File: src/rtl/spi_status_out.sv
// SPI mode-0 slave transmitter: snapshots WORDS 16-bit status words on CS fall
// and shifts them out MSB first on MISO, oversampling the asynchronous SPI pins.
module spi_status_out #(
  parameter int WORDS       = 4,
  parameter int SYNC_STAGES = 2
) (
  input  logic                 i_Clock,
  input  logic                 i_Reset,
  input  logic                 i_SPI_CS,
  input  logic                 i_SPI_Clock,
  output logic                 o_SPI_Data,
  input  logic [16*WORDS-1:0]  i_Words,
  output logic                 o_Frame_Sent,
  output logic                 o_Frame_Abort,
  output logic                 o_Busy
);

  localparam int WIDX_W = (WORDS > 1) ? $clog2(WORDS) : 1;
  localparam int FILL_W = $clog2(SYNC_STAGES + 1) + 1;
  localparam logic [WIDX_W-1:0] LAST_WORD = WIDX_W'(WORDS - 1);
  localparam logic [FILL_W-1:0] FILL_MAX  = FILL_W'(SYNC_STAGES);

  typedef enum logic [1:0] {
    IDLE  = 2'd0,
    SHIFT = 2'd1,
    DONE  = 2'd2
  } state_t;

  // Pin synchronisers plus one history flop each for edge detection
  logic [SYNC_STAGES-1:0] cs_sync_q;
  logic [SYNC_STAGES-1:0] sck_sync_q;
  logic                   cs_hist_q;
  logic                   sck_hist_q;
  logic                   cs_s;
  logic                   sck_s;
  logic                   cs_fall;
  logic                   cs_rise;
  logic                   sck_fall;

  logic [FILL_W-1:0]      fill_q;
  logic                   suppress_q;

  state_t                 state_q;
  state_t                 state_d;
  logic [WIDX_W-1:0]      word_idx_q;
  logic [WIDX_W-1:0]      word_idx_d;
  logic [WIDX_W-1:0]      nxt_idx;
  logic [3:0]             bit_cnt_q;
  logic [3:0]             bit_cnt_d;
  logic                   miso_q;
  logic                   miso_d;
  logic                   sent_q;
  logic                   sent_d;
  logic                   abort_q;
  logic                   abort_d;
  logic                   busy_q;
  logic                   busy_d;
  logic                   load;
  logic [15:0]            cur_word;
  logic [15:0]            nxt_word;
  logic [15:0]            shadow_q [WORDS];

  always_ff @(posedge i_Clock) begin
    if (i_Reset) begin
      cs_sync_q  <= '1;
      sck_sync_q <= '0;
      cs_hist_q  <= 1'b1;
      sck_hist_q <= 1'b0;
    end else begin
      cs_sync_q  <= {cs_sync_q[SYNC_STAGES-2:0], i_SPI_CS};
      sck_sync_q <= {sck_sync_q[SYNC_STAGES-2:0], i_SPI_Clock};
      cs_hist_q  <= cs_sync_q[SYNC_STAGES-1];
      sck_hist_q <= sck_sync_q[SYNC_STAGES-1];
    end
  end

  assign cs_s     = cs_sync_q[SYNC_STAGES-1];
  assign sck_s    = sck_sync_q[SYNC_STAGES-1];
  assign cs_fall  = cs_hist_q & ~cs_s;
  assign cs_rise  = ~cs_hist_q & cs_s;
  assign sck_fall = sck_hist_q & ~sck_s;

  // The CS synchroniser resets high, so a CS held low through reset looks like
  // a fresh fall once the pipe fills; only a genuine high sample re-arms starts.
  always_ff @(posedge i_Clock) begin
    if (i_Reset) begin
      fill_q     <= '0;
      suppress_q <= 1'b1;
    end else begin
      if (fill_q != FILL_MAX) begin
        fill_q <= fill_q + 1'b1;
      end
      if ((fill_q == FILL_MAX) && cs_s) begin
        suppress_q <= 1'b0;
      end
    end
  end

  always_ff @(posedge i_Clock) begin
    if (i_Reset) begin
      state_q    <= IDLE;
      word_idx_q <= '0;
      bit_cnt_q  <= '0;
      miso_q     <= 1'b0;
      sent_q     <= 1'b0;
      abort_q    <= 1'b0;
      busy_q     <= 1'b0;
    end else begin
      state_q    <= state_d;
      word_idx_q <= word_idx_d;
      bit_cnt_q  <= bit_cnt_d;
      miso_q     <= miso_d;
      sent_q     <= sent_d;
      abort_q    <= abort_d;
      busy_q     <= busy_d;
    end
  end

  always_ff @(posedge i_Clock) begin
    if (load) begin
      for (int k = 0; k < WORDS; k++) begin
        shadow_q[k] <= i_Words[16*k +: 16];
      end
    end
  end

  always_comb begin
    state_d = state_q;
    case (state_q)
      IDLE: begin
        if (cs_fall && !suppress_q) begin
          state_d = SHIFT;
        end
      end
      SHIFT: begin
        if (cs_rise) begin
          state_d = IDLE;
        end else if (sck_fall && (bit_cnt_q == 4'd15) && (word_idx_q == LAST_WORD)) begin
          state_d = DONE;
        end
      end
      DONE: begin
        if (cs_rise) begin
          state_d = IDLE;
        end
      end
      default: state_d = IDLE;
    endcase
  end

  always_comb begin
    nxt_idx = (word_idx_q == LAST_WORD) ? word_idx_q : word_idx_q + 1'b1;
  end

  always_comb begin
    word_idx_d = word_idx_q;
    bit_cnt_d  = bit_cnt_q;
    miso_d     = miso_q;
    busy_d     = busy_q;
    sent_d     = 1'b0;
    abort_d    = 1'b0;
    load       = 1'b0;
    cur_word   = shadow_q[word_idx_q];
    nxt_word   = shadow_q[nxt_idx];
    case (state_q)
      IDLE: begin
        miso_d = 1'b0;
        if (cs_fall && !suppress_q) begin
          load       = 1'b1;
          word_idx_d = '0;
          bit_cnt_d  = '0;
          miso_d     = i_Words[15];
          busy_d     = 1'b1;
        end
      end
      SHIFT: begin
        // CS rise takes priority over a coincident SCK fall
        if (cs_rise) begin
          abort_d = 1'b1;
          busy_d  = 1'b0;
          miso_d  = 1'b0;
        end else if (sck_fall) begin
          if (bit_cnt_q != 4'd15) begin
            bit_cnt_d = bit_cnt_q + 4'd1;
            miso_d    = cur_word[4'd14 - bit_cnt_q];
          end else if (word_idx_q != LAST_WORD) begin
            word_idx_d = nxt_idx;
            bit_cnt_d  = '0;
            miso_d     = nxt_word[15];
          end else begin
            miso_d = 1'b0;
          end
        end
      end
      DONE: begin
        miso_d = 1'b0;
        if (cs_rise) begin
          sent_d = 1'b1;
          busy_d = 1'b0;
        end
      end
      default: begin
        miso_d = 1'b0;
        busy_d = 1'b0;
      end
    endcase
  end

  assign o_SPI_Data    = miso_q;
  assign o_Frame_Sent  = sent_q;
  assign o_Frame_Abort = abort_q;
  assign o_Busy        = busy_q;

endmodule

File: config.mk
export PLATFORM = sky130hd
export DESIGN_NAME = spi_status_out
export DESIGN_NICKNAME = d
export VERILOG_FILES = /design/src/rtl/spi_status_out.sv
export SDC_FILE = /design/constraint.sdc
export NUM_CORES = 1
export LEC_CHECK = 0
export CORE_ASPECT_RATIO = 2
export CORE_MARGIN = 4
export CORE_UTILIZATION = 35
export DETAILED_ROUTE_END_ITERATION = 8
export PLACE_DENSITY = 0.6
export SYNTH_ARGS = -nofsm -noshare
export SYNTH_HDL_FRONTEND = slang
export SYNTH_SLANG_ARGS = --single-unit
File: constraint.sdc
create_clock -name i_Clock -period 4.18 [get_ports i_Clock]
set_clock_uncertainty 0.15 [all_clocks]
set_input_delay 0.836 -clock i_Clock [delete_from_list [all_inputs] [get_ports i_Clock]]
set_output_delay 0.836 -clock i_Clock [all_outputs]
set_load 0.005 [all_outputs]
==> out/metrics.yaml <==
status:
  status: "finished clean"
setup_path:
  cp_data_required_time_ns: 4.26
  critPathArrivalTime_ns: 2.74
  critPathKind: "flop to flop"
  cpPeakStageDelay_ns: 0.85
  path_max_fanout: 19
  endpoint_kind: "flop"
  critPathTopFamily: "multiplexers"
  path_cells: "mux4_1, mux4_2, or2_0, a211o_1"
  cpMaxStageDelayCell: "dfxtp_1"
  cp.depth: 4
  startpoint_type: "flop"
  path_buf_inv: 0
  r2r_cells: 4
clock_tree:
  tritoncts: "yes"
  ctsHoldBuffers: 0
  cts_buffers: 9
  clkTransAtPathRegs_ns: 0.06
  clockBufferDepth: 2
  clock_tree.htree_level_count: 3
  clock_latency_ns: 0.34
  cts-root-buf: "clkbuf_16"
  post-cts-setup-buffers: 0
  cts_sinks: 88
  cts.repair.resized: 0
routing:
  drt_pass1_iterations: 4
  vias: 2237
  viasPerCell: 4.874
  dr.first_iter.drc_count: 123
  wire_per_inst_um: 15.52
  drt_wl_total_um: 7123
  ant_nets: 0
  drcViolationCount: 0
placed_design:
  postPlaceCellArea_sq_um: 4487
  place_congestion: 0.8332
  post-place-ws_ns: 1.478
  portBuffers: 71
  dp_hpwl_um: 5277
cells_and_area:
  utilization_pct: 47.18
  nets: 393
  fin_area_sq_um: 4788
  fill_cells: 951
  antenna_cells: 0
  syn2layout_area_growth_pct: 31.74
  drive_above_1_share_pct: 8.642
sta:
  fin_ws_ns: 1.523
  min_period_ns: 2.657
  finalHoldViolCount: 0
  max_slew.worst_pin.slew_ns: 0.8191
  fmaxAchievable_mhz: 376.3
  maxSlewViolCount: 0
  rsz0062_at_grt: "false"
  setup_viol: 0
  slew_headroom_pct: 45.32
  fin_crit_sh_pct: 63.57
  setup_tns_ns: 0
floorplanning:
  die_area_sq_um: 12180
  num_rows: 52
  core_sq_um: 10150
  die_w_um: 80.06
  die_y_um: 152.1
  ios: 72
  start_util_pct: 35.81
logic_synthesis:
  ys_seq_area_share_pct: 66.09
  ys_top_cells_by_area: "edfxtp_1 (53%), dfxtp_1 (13%), mux4_1 (5.1%)"
  yosys.area.top_type: "edfxtp_1"
  ys_ff_latch: 88
  netlist.area_leader.share_pct: 52.87
  synth-main-ff-cell: "edfxtp_1"
  ys_warn_count: 0
  ys_types: 45
  syn_area_sq_um: 3635
  synthTopCellsByCount: "edfxtp_1 (64), dfxtp_1 (24), nor2_1 (14), a21oi_1 (12), mux2i_1 (12)"
  async_flop_share_pct: 0
  synth-edff-count: 64
  yosysMostFrequentCell: "edfxtp_1"
  avgSynthCellArea_sq_um: 14.84
  syn-num-nets: 319
  synth_cells: 245
global_routing:
  grt_pass1_vias: 2309
  antenna_found_initial: 0
  grt_max_degree: 39
  grt_pass1_wl_um: 11270
  grt_use_total_pct: 12.38
  gr-total-overflow: 0
job:
  cap_violations: 0
worst_hold_path:
  hold_depth: 1
  hold_path.class: "flop to flop"
power_and_ir_drop:
  power.density_nw_per_um2: 404.8
  p_leak_uw: 0.001590
  peakVddDrop_uv: 264.8
==> cell families (layout without fill, tap and decap cells) <==
family | count (synthesis) | count (layout) | synth area share [%]
AOI/OAI and AO/OA | 39 | 39 | 7.195
xor gates and xnor gates | 3 | 3 | 0.7230
adders and majority gates | 6 | 6 | 2.065
buffers and inverters | 19 | 98 | 2.410
DFF | 88 | 88 | 66.09
muxes | 26 | 26 | 12.08
and+or+nand+nor | 64 | 64 | 9.432
==> sequential cells by signal (all words and copies together) (netlist names), 2 cells and up, named ones only <==
register and flops:
shadow_q 64, bit_cnt_q 4, fill_q 3, cs_sync_q 2
sck_sync_q 2, state_q 2, word_idx_q 2
==> where the power goes <==
group | leakage, uW | internal (uW) | switching, uW
Combinational | 0.000670 | 90.7 | 57.6
Clock | 0.000149 | 498 | 305
Sequential | 0.000771 | 971 | 15.9
Total | 0.00159 | 1560 | 379
==> path summary, 6_finish.rpt <==
check,startpoint,to,slack [ns]
setup / recovery,flop,o_SPI_Data$_SDFFE_PP0P_,1.52
hold / removal,cs_sync_q[0]$_SDFF_PP1_,cs_sync_q[1]$_SDFF_PP1_,0.26
setup reg to reg,flop,o_SPI_Data$_SDFFE_PP0P_,1.52
hold reg to reg,cs_sync_q[0]$_SDFF_PP1_,cs_sync_q[1]$_SDFF_PP1_,0.26
==> through the flow <==
step	cells	power, uW	hold slack (ns)
final	459	1938	0.2595
after global placement	443	1152	0.2568
after CTS	459	1965	0.2661
after floorplan	245	1070	0.2395
after global routing	459	2017	0.2799
after detailed placement	443	1157	0.2506
==> routing by layer <==
| layer | vias to the layer above | part of all wire, % | global-route usage (%) |
|---|---|---|---|
| met5 | - | 0 | 0 |
| met4 | 0 | 2.3 | 6.527 |
| met3 | 11 | 3.6 | 2.725 |
| met2 | 55 | 59 | 22.71 |
| met1 | 1083 | 35 | 12.51 |
| li1 | 1088 | - | - |
==> layout by cell type, fill, tap and decap left out, types with 3 or more instances in the layout <==
cell type / netlist / routed
nor3b_1: 3 / 3
clkdlybuf4s50_1: 0 / 71
inv_1: 8 / 8
a21oi_1: 12 / 12
nor2_1: 14 / 13
nand3b_1: 5 / 5
nand3_1: 7 / 7
o21ai_0: 7 / 7
or2_2: 3 / 3
clkbuf_1: 5 / 3
a211oi_1: 3 / 3
a311oi_1: 3 / 3
mux2i_1: 12 / 12
clkbuf_16: 0 / 10
mux4_1: 7 / 7
edfxtp_1: 64 / 64
mux4_2: 5 / 5
dfxtp_1: 24 / 24
nand2b_1: 8 / 8
nand2_1: 9 / 9
nor3_1: 4 / 4
nor2b_1: 5 / 5
buf_4: 1 / 3
ha_1: 6 / 6
==> worst register-to-register path: cells and delay by family, from the launching register on <==
kind             cells  cell delay [ns]
flip-flops           1             0.85
AND/OR/NAND/NOR      1             0.21
AO/OA/AOI/OAI        1             0.25
multiplexers         2             1.10
==> layout make-up <==
class	instances	area [sq um]	share of cell area (%)
clock inverter	3	40.04	0.8362
sequential	88	2402	50.17
tap	135	168.9	3.528
clock buffer	13	261.5	5.461
multi-input combinational	138	1152	24.07
inverter	8	30.03	0.6271
timing repair buffer	74	733.2	15.31
No activity file was read; power rests on OpenSTA's default activity.
